<file path="src/rtl/cache_sram_init_bist.sv">
// Init / March self-test sequencer owning port 0 of one OpenRAM macro, then
// handing the port to the cache wrapper as a combinational pass-through.
module cache_sram_init_bist #(
  parameter int ADDR_W = 9,
  parameter int DATA_W = 32,
  parameter int MASK_W = 4,
  parameter int DEPTH  = 512
) (
  input  logic              clock,
  input  logic              reset,
  input  logic              start,
  input  logic              mode,
  output logic              busy,
  output logic              done,
  output logic              fail,
  output logic [ADDR_W-1:0] fail_addr,
  input  logic              c_csb0,
  input  logic              c_web0,
  input  logic [MASK_W-1:0] c_wmask0,
  input  logic [ADDR_W-1:0] c_addr0,
  input  logic [DATA_W-1:0] c_din0,
  output logic [DATA_W-1:0] c_dout0,
  output logic              m_clk,
  output logic              m_csb0,
  output logic              m_web0,
  output logic [MASK_W-1:0] m_wmask0,
  output logic [ADDR_W-1:0] m_addr0,
  output logic [DATA_W-1:0] m_din0,
  input  logic [DATA_W-1:0] m_dout0,
  output logic              m_csb1,
  output logic [ADDR_W-1:0] m_addr1,
  output logic [2:0]        dbg_state
);

  typedef enum logic [2:0] {
    S_RST, S_ZFILL, S_P1, S_P2, S_P3, S_P4, S_PLAST, S_DONE
  } state_t;

  localparam logic [DATA_W-1:0] PA   = {(DATA_W/2){2'b10}};
  localparam logic [DATA_W-1:0] PB   = ~PA;
  localparam logic [ADDR_W:0]   LAST = (ADDR_W+1)'(DEPTH-1);

  state_t              r_state;
  logic [ADDR_W:0]     r_addr;
  logic                r_phase;
  logic                r_p4_vld;
  logic                r_fail;
  logic [ADDR_W-1:0]   r_fail_addr;

  state_t              w_state;
  state_t              w_next_state;
  logic [ADDR_W:0]     w_next_addr;
  logic                w_next_phase;
  logic                w_next_p4_vld;
  logic                w_last;
  logic                w_cmp;
  logic [DATA_W-1:0]   w_cmp_exp;
  logic [ADDR_W-1:0]   w_cmp_addr;
  logic                w_clear;
  logic                w_seq_csb;
  logic                w_seq_web;
  logic [DATA_W-1:0]   w_seq_din;

  // RST with reset low is the first sequencing cycle, so the mode is taken
  // straight from the pin and busy rises with no dead cycle.
  always_comb begin
    w_state = r_state;
    if (reset)
      w_state = S_RST;
    else if (r_state == S_RST)
      w_state = mode ? S_P1 : S_ZFILL;
  end

  assign w_last = (r_addr == LAST);

  always_comb begin
    w_next_state  = w_state;
    w_next_addr   = r_addr;
    w_next_phase  = r_phase;
    w_next_p4_vld = 1'b0;
    w_cmp         = 1'b0;
    w_cmp_exp     = '0;
    w_cmp_addr    = r_addr[ADDR_W-1:0];
    w_clear       = 1'b0;
    w_seq_csb     = 1'b1;
    w_seq_web     = 1'b1;
    w_seq_din     = '0;
    case (w_state)
      S_ZFILL, S_P1: begin
        w_seq_csb   = 1'b0;
        w_seq_web   = 1'b0;
        w_seq_din   = (w_state == S_P1) ? PA : '0;
        w_next_addr = w_last ? '0 : r_addr + (ADDR_W+1)'(1);
        if (w_last)
          w_next_state = (w_state == S_P1) ? S_P2 : S_DONE;
      end
      S_P2, S_P3: begin
        w_seq_csb    = 1'b0;
        w_next_phase = ~r_phase;
        // Second cycle of a read-modify-write: dout holds the first-cycle read
        if (r_phase) begin
          w_seq_web   = 1'b0;
          w_seq_din   = (w_state == S_P2) ? PB : '0;
          w_cmp       = 1'b1;
          w_cmp_exp   = (w_state == S_P2) ? PA : PB;
          w_next_addr = w_last ? '0 : r_addr + (ADDR_W+1)'(1);
          if (w_last)
            w_next_state = (w_state == S_P2) ? S_P3 : S_P4;
        end
      end
      S_P4: begin
        w_seq_csb     = 1'b0;
        w_next_p4_vld = 1'b1;
        w_cmp         = r_p4_vld;
        w_cmp_addr    = r_addr[ADDR_W-1:0] - ADDR_W'(1);
        w_next_addr   = w_last ? '0 : r_addr + (ADDR_W+1)'(1);
        if (w_last)
          w_next_state = S_PLAST;
      end
      S_PLAST: begin
        w_cmp        = 1'b1;
        w_cmp_addr   = LAST[ADDR_W-1:0];
        w_next_state = S_DONE;
      end
      S_DONE: begin
        if (start) begin
          w_next_state = mode ? S_P1 : S_ZFILL;
          w_next_addr  = '0;
          w_next_phase = 1'b0;
          w_clear      = 1'b1;
        end
      end
      default: ;
    endcase
  end

  always_ff @(posedge clock) begin
    if (reset) begin
      r_state     <= S_RST;
      r_addr      <= '0;
      r_phase     <= 1'b0;
      r_p4_vld    <= 1'b0;
      r_fail      <= 1'b0;
      r_fail_addr <= '0;
    end else begin
      r_state  <= w_next_state;
      r_addr   <= w_next_addr;
      r_phase  <= w_next_phase;
      r_p4_vld <= w_next_p4_vld;
      if (w_clear) begin
        r_fail      <= 1'b0;
        r_fail_addr <= '0;
      end else if (w_cmp && (m_dout0 != w_cmp_exp) && !r_fail) begin
        r_fail      <= 1'b1;
        r_fail_addr <= w_cmp_addr;
      end
    end
  end

  assign busy      = (w_state != S_RST) && (w_state != S_DONE);
  assign done      = (w_state == S_DONE);
  assign fail      = r_fail & ~reset;
  assign fail_addr = reset ? '0 : r_fail_addr;
  assign dbg_state = w_state;

  assign m_clk   = clock;
  assign c_dout0 = m_dout0;
  assign m_csb1  = 1'b1;
  assign m_addr1 = '1;

  always_comb begin
    m_csb0   = 1'b1;
    m_web0   = 1'b1;
    m_wmask0 = '0;
    m_addr0  = '0;
    m_din0   = '0;
    if (w_state == S_DONE) begin
      m_csb0   = c_csb0;
      m_web0   = c_web0;
      m_wmask0 = c_wmask0;
      m_addr0  = c_addr0;
      m_din0   = c_din0;
    end else if (busy) begin
      m_csb0   = w_seq_csb;
      m_web0   = w_seq_web;
      m_wmask0 = '1;
      m_addr0  = r_addr[ADDR_W-1:0];
      m_din0   = w_seq_din;
    end
  end

endmodule

</file>
<file path="config.mk">
export PLATFORM = sky130hd
export DESIGN_NAME = cache_sram_init_bist
export DESIGN_NICKNAME = d
export VERILOG_FILES = /design/src/rtl/cache_sram_init_bist.sv
export SDC_FILE = /design/constraint.sdc
export NUM_CORES = 1
export LEC_CHECK = 0
export ABC_AREA = 0
export CAP_MARGIN = 20
export CELL_PAD_IN_SITES_DETAIL_PLACEMENT = 1
export CELL_PAD_IN_SITES_GLOBAL_PLACEMENT = 1
export CORE_MARGIN = 5
export CORE_UTILIZATION = 21
export DETAILED_ROUTE_END_ITERATION = 16
export PLACE_DENSITY_LB_ADDON = 0.1
export SLEW_MARGIN = 40
export SYNTH_ARGS = -nofsm -noshare
export SYNTH_HDL_FRONTEND = slang
export SYNTH_SLANG_ARGS = --single-unit
export TNS_END_PERCENT = 5
</file>
<file path="constraint.sdc">
create_clock -name clock -period 1.75 [get_ports clock]
set_input_delay 0.2625 -clock clock [delete_from_list [all_inputs] [get_ports clock]]
set_output_delay 0.2625 -clock clock [all_outputs]
set_load 0.01 [all_outputs]
</file>
==> run metrics, run 1 <==
Final Setup Violations 63; Placed Area around 4700 um2; Top FF cell, synth dfxtp_1; CTS tree built; share of flip-flops with an asynchronous set or reset 0; Hold Crit Start r_fail_addr[3]$_SDFFE_PP0P_; GR Util All Layers 0.170; Buffers on Ports about 180; reg-to-reg endpoint r_fail_addr[1]$_SDFFE_PP0P_; Area growth, synth to finish 110%; number of nets in the layout approximately 660; violated checks setup timing; Worst R2R Start r_state[0]$_SDFF_PP0_; worst skew pair latency roughly 0.37 ns; Avg Cell Area, Syn 7.29 um2; RSZ-0062 raised after global routing yes; Antenna diodes 0; post-synthesis cell count between 300 and 400; Lkg Pwr around 2.4 nW; drt pass-1 iters 4; PwrDens approximately 430 nW/um2; R2R Setup Slk -0.22 ns; Initial Utilization 0.213; number of hold violations in the final report 0; critical path fanouts, max 3; DRC 0; clock-pin transition on the worst setup and hold timing paths 0.07 ns; FF-to-FF path depth 10; Max Slew Vio Count 0; global-route wire length before repair between 15000 and 20000 um; Ys Warns 0; Avg WL per Cell 17.9 um; storage element area between 500 and 600 um2; die height about 120 um; #FFs+latches synth 25; CP startpoint kind flip-flop; Worst Setup Slack, final -0.225 ns; vias in the first global route approximately 3500; core area 12000 um2; total power draw about 2.3 mW; Die ar. around 14000 um2; # rows 40; area of the multi-input gates 1810 um2; final instance area between 5000 and 6000 um2; status finished, violations left; Max Fclk 506 MHz; Hold Crit Class reg -> reg; GPL Wtd Cong around 0.78; DIE WIDTH roughly 120 um; DP Wirelength between 10000 and 15000 um; Post-synth EDFFs 0; layout cells sized above 1 0.406; crit end category output port; required time worst endpoint about 1.5 ns; DR vias roughly 3300; initial antenna violation count 0; Yosys cell types 54; Total Neg Setup Slack -9.05 ns; Hold Path Depth 2; Routed WL between 10000 and 15000 um; minimum clock period 1.98 ns; Post-DRT Antenna Nets 0; Setup WS pre-CTS -0.623 ns; register area share after synthesis 0.197; Crit path arrival time ~1.7 ns; WS Path Type reg -> out; Iter 0 DRT Violations 55; hold_ws a little under 0.5 ns; Top Ports about 190; FILL cells roughly 1400; largest net degree at the start of global routing 15; GR Overflow Total 0; Worst IR Drop VDD between 0.3 and 0.4 mV; Clock Skew 0.00650 ns; max_cap viols 0; hold path endpoint r_fail_addr[3]$_SDFFE_PP0P_; vias per inst ~4.6; Final period util 1.13; synthesized area 2540 um2
[report_power, final]
part / switching [mW] / internal, mW / total [mW]
registers: 0.0100 / 0.576 / 0.586
logic: 0.286 / 0.437 / 0.723
clock network: 0.280 / 0.697 / 0.976
total: 0.576 / 1.71 / 2.29
[flip-flops by register name (all words and copies together) (netlist names)]
signal	flops
r_state	3
r_phase	1
r_p4_vld	1
r_addr	10
r_fail	1
r_fail_addr	9
[synth_stat cells, types with 2 or more instances]
library cell	instances	area share
nand2_1	44	0.065
nor2b_1	2	0.0049
o21ai_1	2	0.0039
a221oi_1	8	0.028
nor4_1	11	0.027
xnor2_1	11	0.038
nor3_1	9	0.018
a211oi_1	2	0.0059
ha_1	2	0.0098
nand4b_1	3	0.010
mux2i_1	3	0.012
nor3b_1	3	0.0089
a22o_1	9	0.031
inv_1	14	0.021
buf_1	2	0.0030
nand4_1	14	0.034
buf_6	7	0.031
o21ai_0	6	0.012
xor2_1	3	0.010
a31oi_1	6	0.015
nand3_1	5	0.0098
buf_4	45	0.13
nand4bb_1	2	0.0089
o21bai_1	2	0.0059
a21oi_1	10	0.020
nor2_1	31	0.046
or4_1	4	0.012
nand2b_1	3	0.0074
dfxtp_1	25	0.20
buf_2	2	0.0039
nand3b_1	3	0.0089
a21o_1	21	0.062
o211ai_1	2	0.0059
clkbuf_1	13	0.019
[cell type report]
cell class	count	area share
flip-flops and latches	25	0.0954
clock buffers	7	0.0327
inverters	14	0.00982
repair buffers	280	0.489
clock inverters	1	0.000935
well taps	147	0.0344
multi-input cells	249	0.337
[metal layers]
layer,up-vias,share of wire,global-route usage
met4,0,0.0046,0.0193
met1,1559,0.41,0.198
met2,92,0.53,0.325
li1,1644,-,-
met5,-,0,0
met3,6,0.050,0.0377
[cells in the final DEF (no fill, tap or decap), types with 3 or more instances in the layout]
cell type and instances:
nor3b_4 3, nand3_1 5, nand4b_1 3, nand3b_1 3, clkbuf_2 10, a21o_1 20
clkdlybuf4s50_1 114, a221oi_2 6, o21ai_1 4, nor3_1 7, a31oi_1 5, nand4_1 14
buf_12 5, buf_2 28, xnor2_1 11, clkbuf_16 9, inv_1 12, nor4_1 9
nand2_2 16, xor2_1 3, buf_6 44, a21oi_1 8, conb_1 10, buf_4 71
or4_1 4, nand2_1 26, dfxtp_1 21, nor2_1 29, a22o_1 9
[worst max path at each step]
stage / startpoint / end / depth (start not counted)
finish: r_state[0]$_SDFF_PP0_ / m_web0 / 6
global route: r_state[0]$_SDFF_PP0_ / r_fail_addr[5]$_SDFFE_PP0P_ / 10
CTS: r_state[0]$_SDFF_PP0_ / m_din0[8] / 7
detailed placement: m_dout0[5] / r_fail_addr[5]$_SDFFE_PP0P_ / 8
global placement: reset / m_addr0[3] / 6
floorplan: r_addr[2]$_SDFFE_PP0P_ / r_fail_addr[8]$_SDFFE_PP0P_ / 5
[stage by stage]
stage / utilization / std cells
floorplan: - / 358
global placement: 0.389 / 687
detailed placement: 0.389 / 687
CTS: 0.438 / 721
global route: 0.447 / 723
finish: 0.447 / 723
[critical path, stage by stage, from the launching register on]
cell,delay (ns)
dfxtp_4,0.35
buf_4,0.14
buf_4,0.14
o21ai_1,0.11
a211oi_1,0.08
or2_2,0.28
clkdlybuf4s15_2,0.23
[cells by family (layout without fill, tap and decap cells)]
family | Yosys count | after routing | synth area share
simple gates | 146 | 146 | 0.307
buf+inv | 84 | 302 | 0.213
compound gates | 74 | 74 | 0.212
flops | 25 | 25 | 0.197
xor+xnor | 14 | 14 | 0.0482
mux | 3 | 3 | 0.0118
fa+ha+maj | 2 | 2 | 0.00984
other cells | 1 | 10 | 0.00147
[what timing repair did]
| item | 4_1_cts | 5_1_grt |
|---|---|---|
| cloned | 5 | 2 |
| setup endpoints to repair | 85 | 85 |
| setup buffers | 22 | 3 |
| pin swaps | 16 | 32 |
| resized for setup | 319 | 47 |
| hold buffers | 0 | 0 |
(Power assumes the default switching activity.)
==> run 2: changes to the inputs <==
--- a/config.mk
+++ b/config.mk
@@ -13,7 +13,6 @@
 export CORE_UTILIZATION = 21
 export DETAILED_ROUTE_END_ITERATION = 16
 export PLACE_DENSITY_LB_ADDON = 0.1
-export SLEW_MARGIN = 40
 export SYNTH_ARGS = -nofsm -noshare
 export SYNTH_HDL_FRONTEND = slang
 export SYNTH_SLANG_ARGS = --single-unit
==> constraint.sdc (replaced) <==
create_clock -name clock -period 1.6 [get_ports clock]
set_input_delay 0.24 -clock clock [delete_from_list [all_inputs] [get_ports clock]]
set_output_delay 0.24 -clock clock [all_outputs]
set_load 0.01 [all_outputs]
==> run 2 against run 1 <==
Effect of this change:
- the run still ends with setup timing left
- power up 7.7%
- global-route usage shrank 1.0 points
- via count grew 2.4%
- register-to-register slack lost 0.17 ns
==> run metrics, run 2 (synthesized netlist as in run 1, its figures left out) <==
storage element area 519 um2 (was 510 um2); minimum clock period 1.99 ns; core area 12000 um2 (unchanged); Worst IR Drop VDD 0.354 mV (was 0.367 mV); GR Util All Layers 0.160 (was 0.170); clock-pin transition on the worst setup and hold timing paths 0.07 ns (about the same); Die ar. 14400 um2 (unchanged); most common cell after layout, fill and taps aside buf_4 (was clkdlybuf4s50_1); hold_ws 0.426 ns (was 0.481 ns); max_cap viols 0 (unchanged); Max Fclk roughly 500 MHz; CP peak stage delay 0.49 ns (was 0.35 ns); final instance area 5290 um2 (was 5350 um2); total power draw 2.46 mW (was 2.29 mW); most frequent cells in the layout 94 x buf_4, 85 x clkdlybuf4s50_1, 42 x nand2_1 (was 114 x clkdlybuf4s50_1, 71 x buf_4, 44 x buf_6); initial antenna violation count 0 (unchanged); Post-Layout Cell Count 734 (was 723); Post-DRT Antenna Nets 0 (unchanged); number of hold violations in the final report 0 (unchanged); Area growth, synth to finish 108% (was 110%); worst skew pair latency 0.38 ns (was 0.37 ns); die height 120 um (unchanged); status finished, violations left (unchanged); Hold Crit Class in -> reg (was reg -> reg); Total Neg Setup Slack -16.73 ns (was -9.05 ns); DRC 0 (unchanged); FILL cells 1455 (was 1422); vias per inst 4.60 (was 4.57); Critical Path Most Common Cell buf_6 (was buf_4); Crit path arrival time 2.28 ns (was 1.71 ns); Routed WL 11700 um (was 12900 um); GPL Wtd Cong 0.792 (was 0.775); DIE WIDTH 120 um (unchanged); CP startpoint kind flip-flop (unchanged); Placed Area 4850 um2 (was 4660 um2); PwrDens 466 nW/um2 (was 427 nW/um2); global-route wire length before repair 18800 um (was 19700 um); Setup WS pre-CTS -0.780 ns (was -0.623 ns); largest net degree at the start of global routing 18 (was 15); DR vias 3380 (was 3301); CTS tree built (unchanged); critical path fanouts, max 5 (was 3); Top Ports 188 (unchanged); violated checks setup timing (unchanged); Hold Buf Count CTS 0 (unchanged); most flop-heavy register r_addr (unchanged); required time worst endpoint 1.89 ns (was 1.49 ns); number of nets in the layout 673 (was 662); WS Path Type reg -> reg (was reg -> out); layout cells sized above 1 0.371 (was 0.406); Final Util 0.442 (was 0.447); crit end category flip-flop (was output port); Lkg Pwr 2.46 nW (was 2.37 nW); area of the multi-input gates 1690 um2 (was 1810 um2); # rows 40 (unchanged); Final period util 1.24; Cell Chain, Critical Path buf_6 -> buf_6 -> or4b_4 -> or4_4 -> xor2_1 -> a221oi_2 (was buf_4 -> buf_4 -> o21ai_1 -> a211oi_1 -> or2_2 -> clkdlybuf4s15_2); Clock Skew 0.00537 ns (was 0.00650 ns); GR Overflow Total 0 (unchanged); CP max-delay cell or4_4 (was dfxtp_4); vias in the first global route 3760 (was 3462); Buffers on Ports 177 (unchanged); Iter 0 DRT Violations 99 (was 55); Regs by FF count r_addr (10), r_fail_addr (9), r_state (3) (unchanged); number of flip-flops in the largest register 10 (unchanged); Max Slew Vio Count 0 (unchanged); Antenna diodes 0 (unchanged); Inst Count DP 713 (was 687); Final Setup Violations 72 (was 63); Initial Utilization 0.213 (unchanged); drt pass-1 iters 4 (unchanged); RSZ-0062 raised after global routing yes (unchanged); Avg WL per Cell 16.0 um (was 17.9 um); Worst Setup Slack, final -0.387 ns (was -0.225 ns); DP Wirelength 9270 um (was 10100 um)
run 2: cell types whose count changed in the layout (fill, tap and decap cells not counted), moves of 3 or more:
cell             previous run  this run
clkbuf_2                   10         0
clkdlybuf4s15_2             2         7
clkdlybuf4s50_1           114        85
dlygate4sd2_1               0        35
nand2_2                    16         2
buf_6                      44        31
buf_4                      71        94
nand2_1                    26        42
dfxtp_1                    21        18
run 2: worst paths after layout:
| kind | start | endpoint | slack [ns] | cells past startpoint |
|---|---|---|---|---|
| hold reg to reg | r_fail_addr[2]$_SDFFE_PP0P_ | r_fail_addr[2]$_SDFFE_PP0P_ | 0.48 | 2 |
| hold / removal | reset | r_addr[2]$_SDFFE_PP0P_ | 0.43 | 3 |
| setup / recovery | r_state[0]$_SDFF_PP0_ | r_fail_addr[8]$_SDFFE_PP0P_ | -0.39 | 6 |
| setup reg to reg | r_state[0]$_SDFF_PP0_ | r_fail_addr[8]$_SDFFE_PP0P_ | -0.39 | 6 |
run 2: power breakdown:
group          switching (mW)  internal, mW
Clock                   0.329         0.767
Sequential             0.0158         0.630
Combinational           0.284         0.436
run 2: per-layer routing:
layer,global-route usage,wire length [um]
met4,0.0258,67
met5,0,0
met3,0.0537,890
met2,0.297,6000
met1,0.178,4750
run 2: final cells by class:
cell class / instances / area share
tap: 147 / 0.0348
sequential: 25 / 0.0982
clock buffer: 8 / 0.0338
inverter: 14 / 0.0130
timing repair buffer: 291 / 0.501
multi-input combinational: 249 / 0.319
run 2: critical path: cells and delay by family, from the launching register on:
kind,cells,cell delay [ns]
XOR/XNOR,1,0.16
buffers and inverters,2,0.20
AO/OA/AOI/OAI,1,0.20
AND/OR/NAND/NOR,2,0.94
flip-flops,1,0.39
run 2: timing repair:
| item | in CTS | in global routing |
|---|---|---|
| setup buffers | 9 | 2 |
| gates cloned | 2 | 1 |
| pin swaps | 16 | 11 |
| setup endpoints to repair | 112 | 78 |
| resized for setup | 272 | 44 |
==> RTL edit 1, RTL diff (settings of run 1) <==
Register the input `m_dout0` before use, cleared by the reset. The logic sees it one clock later. The other inputs are not delayed to match.
--- a/src/rtl/cache_sram_init_bist.sv
+++ b/src/rtl/cache_sram_init_bist.sv
@@ -41,4 +41,14 @@
   localparam logic [ADDR_W:0]   LAST = (ADDR_W+1)'(DEPTH-1);
 
+  logic [DATA_W-1:0] m_dout0_q;
+
+  always_ff @(posedge clock) begin
+    if (reset) begin
+      m_dout0_q <= '0;
+    end else begin
+      m_dout0_q <= m_dout0;
+    end
+  end
+
   state_t              r_state;
   logic [ADDR_W:0]     r_addr;
@@ -151,5 +161,5 @@
         r_fail      <= 1'b0;
         r_fail_addr <= '0;
-      end else if (w_cmp && (m_dout0 != w_cmp_exp) && !r_fail) begin
+      end else if (w_cmp && (m_dout0_q != w_cmp_exp) && !r_fail) begin
         r_fail      <= 1'b1;
         r_fail_addr <= w_cmp_addr;
@@ -165,5 +175,5 @@
 
   assign m_clk   = clock;
-  assign c_dout0 = m_dout0;
+  assign c_dout0 = m_dout0_q;
   assign m_csb1  = 1'b1;
   assign m_addr1 = '1;
Check against the original RTL: not equivalent (Yosys sat finds a counterexample within 4 cycles, from zero or initial values and one cycle with reset high).
==> RTL edit 1 against run 1 <==
The run still ends with negative setup slack left. Design area up 18%. Routed wire length rose by 7.1%. Setup slack worse by 0.012 ns. Power is 100% higher. Sequential cell count increased by 32. Via count up 18%. Area after synthesis increased by 25%. Fmax shrank 0.60%. Combinational power rose by 11%. Highest routed layer unchanged.
==> RTL edit 1: results (changes against run 1) <==
metric,value,unit,change
power_frac_comb,17.5,%,-14 points
wl_per_cell,16.0,microns,-11%
grt_pass1_vias,4202,,+21%
seq-power,1380,uW,+140%
r2r_end,r_fail_addr[0],,
die_w,133,microns,+11%
seqAreaFraction,18.3,%,+8.7 points
ys_types,44,,-19%
cp_max_fo,8,,+5
p_leak,0.00297,uW,+25%
endpoint,m_din0[15],,
totalWireLength,13900,microns,+7.1%
clk_share,6.79,%,+3.4 points
antenna_found_initial,0,,unchanged
fillers,1760,,+24%
grt_max_degree,33,,+18
n_clock_buffer,13,,+6
grt_util_all_layers,15.6,%,-1.4 points
power.internal,3460,uW,+100%
setup_ws,-0.237,ns,-0.0120 ns
synth.avg_cell_area,7.58,sq um,+4.0%
buffer_area_share,38.8,%,-10 points
placed_area,0.00563,sq mm,+21%
stdcell_area,0.00630,sq mm,+18%
multiInputGateArea,0.00201,sq mm,+12%
inv_count,7,,-7
worst_r2r_startpoint,r_state[1],,
hold_path.class,in -> reg,,
p_seq_share,30.3,%,+4.6 points
first_iter_violations,94,,+71%
setup_viol,62,,-1.6%
place_inst,831,,+21%
largest_register_ffs,32,,+22
finClkSkew,0.00758,ns,+0.00108 ns
nNetsFinal,758,,+15%
seq_cell_count,57,,+130%
layout-drive-gt1-share,31.1,%,-9.5 points
worst_setup_path_start_kind,register,,
synthTopCellsByArea,"dfxtp_1, nor2b_1, nand2_1",,
worst_hold_slack,0.376,ns,-0.105 ns
num-multi-input-gates,324,,+30%
nonClockBufferCount,270,,-3.6%
place_congestion,0.774,,-0.13%
dp_hpwl,10300,microns,+1.7%
hold_path_end,c_dout0[17],,
path_clk_slew,0.06,ns,
yosysSeqAreaShare,35.9,%,+16 points
worstHoldStart,m_dout0[17],,
status,finished with violations,,
r2r_cells,9,,-1
peakVddDrop,449,uV,+23%
yosys-top-cells-count,"nand2_1, dfxtp_1, nor2b_1",,
violations,negative setup slack,,
grt_pass1_wl,22000,microns,+12%
async_flop_share,0,%,unchanged
preCtsSetupSlack,-0.330,ns,+0.293 ns
insertion_delay,0.44,ns,+0.07 ns
## RTL edit 1: routing by layer
metal	track usage, %	share of wire [%]	routed length (microns)
met1	18.2	43	5980
met2	26.6	50	6880
met3	5.97	6.5	901
met4	4.27	0.77	107
met5	0	0	0
## RTL edit 1: kinds of logic (layout without fill, tap and decap cells)
logic type / Yosys count / count (layout) / synth area share (%)
xor gates and xnor gates: 13 / 13 / 3.58
muxes: 11 / 11 / 3.47
DFF: 57 / 57 / 35.9
other: 1 / 10 / 0.118
AOI/OAI and AO/OA: 63 / 63 / 12.8
buffers and inverters: 48 / 297 / 7.40
adders and majority gates: 2 / 2 / 0.788
and+or+nand+nor: 224 / 225 / 36.0
## RTL edit 1: timing repair
item / 4_1_cts / 5_1_grt
setup buffers: 12 / 3
pin swaps: 9 / 12
endpoints found under the setup margin: 78 / 79
resized for setup: 257 / 51
cloned: 4 / 1
==> RTL edit 2, RTL diff (settings of run 1) <==
Without the edit above. The parameter `DATA_W` goes from 32 to 16.
--- a/src/rtl/cache_sram_init_bist.sv
+++ b/src/rtl/cache_sram_init_bist.sv
@@ -3,5 +3,5 @@
 module cache_sram_init_bist #(
   parameter int ADDR_W = 9,
-  parameter int DATA_W = 32,
+  parameter int DATA_W = 16,
   parameter int MASK_W = 4,
   parameter int DEPTH  = 512
Interface: changed (resized c_din0, c_dout0, m_din0 and m_dout0); port bits go from 188 to 124. The function was not compared with the original's and may differ.
==> RTL edit 2 against run 1 <==
Sequential share of layout area rose by 3.2 points. The flow still finishes with violations (negative setup slack). Power fell by 25%. Sequential cell count did not move. Fmax fell by 3.8%. Design area fell by 26%. Clock power fell by 36%. Synthesized cell count fell by 18%. Combinational power fell by 31%. Count of clock-buffer cells in the layout did not move. Routed wire length fell by 28%. Area after synthesis fell by 15%. Setup slack got worse by 0.079 ns.
==> RTL edit 2: results (changes against run 1) <==
metric,value,unit,change
use_met2,28.4,%,-4.0 points
layout-drive-gt1-share,34.6,%,-6.0 points
cp_slowest_cell,or4_4,,
hold_path.class,in -> reg,,
core,0.0102,sq mm,-15%
met2_wirelength,5160,microns,-25%
cp_max_fo,5,,+2
async_flop_share,0,%,unchanged
totalWireLength,9330,microns,-28%
multiInputGateArea,0.00149,sq mm,-17%
p_leak,0.00180,uW,-24%
wl_met1,3880,microns,-28%
grt_max_degree,22,,+7
place_congestion,0.806,,+3.9%
nNetsFinal,490,,-26%
worstHoldStart,reset,,
met3_length,225,microns,-65%
path_clk_slew,0.11,ns,+0.04 ns
first_iter_violations,77,,+40%
violations,negative setup slack,,
io_buffers,113,,-36%
hold_path_end,r_state[1],,
grt_pass1_wl,15000,microns,-24%
status,finished with violations,,
finClkSkew,0.00727,ns,+0.000771 ns
placed_area,0.00360,sq mm,-23%
p_seq_share,34.2,%,+8.5 points
tns,-6.93,ns,+2.11 ns
swShare,28.4,%,+3.2 points
inv_count,6,,-8
setup_ws,-0.304,ns,-0.0790 ns
slowest_delay,0.59,ns,+0.24 ns
setup_viol,45,,-29%
buffer_area_share,42.4,%,-6.5 points
worst_hold_slack,0.455,ns,-0.0257 ns
power_frac_comb,29.1,%,-2.5 points
use_met1,16.9,%,-2.9 points
critical_path_arrival,2.37,ns,+0.66 ns
r2r_cells,5,,-5
met3_usage,2.67,%,-1.1 points
seqCellArea,505,sq um,-0.98%
multi_input_area_share,37.4,%,+3.7 points
endpoint,r_fail_addr[0],,
yosys-top-cells-count,"nand2_1, buf_4, dfxtp_1",,
synthTopCellsByArea,"dfxtp_1, buf_4, nand2_1",,
dp_hpwl,6830,microns,-33%
seq_cell_count,25,,unchanged
clk_share,2.64,%,-0.73 points
grt_util_all_layers,14.7,%,-2.3 points
place_inst,545,,-21%
vias,2569,,-22%
power.density,429,mW/mm^2,+0.46%
reg.largest.list,"r_addr: 10 flops, r_fail_addr: 9 flops, r_state: 3 flops",,
peakVddDrop,537,uV,+47%
nonClockBufferCount,181,,-35%
[RTL edit 2: cell types whose count changed after synthesis, sizes merged, moves of 8 or more]
| cell | run 1 | this run |
|---|---|---|
| buf | 56 | 31 |
| nor2b | 2 | 13 |
| a22oi | 0 | 10 |
| a221oi | 9 | 0 |
| a21o | 22 | 14 |
| inv | 14 | 6 |
| nor2 | 31 | 23 |
[RTL edit 2: repair_timing]
action | CTS | global route
resized for setup | 205 | 18
pin swaps | 23 | 15
buffers inserted | 14 | 2
gates cloned | 4 | 0
setup endpoints to repair | 59 | 57
[RTL edit 2: logic make-up after synthesis]
| logic type | after synthesis | share of synthesized area [%] |
|---|---|---|
| mux | 1 | 0.464 |
| simple gates | 116 | 28.3 |
| buf+inv | 54 | 14.8 |
| xor+xnor | 15 | 6.09 |
| other cells | 1 | 0.174 |
| fa+ha+maj | 2 | 1.16 |
| flops | 25 | 23.2 |
| compound gates | 71 | 25.8 |
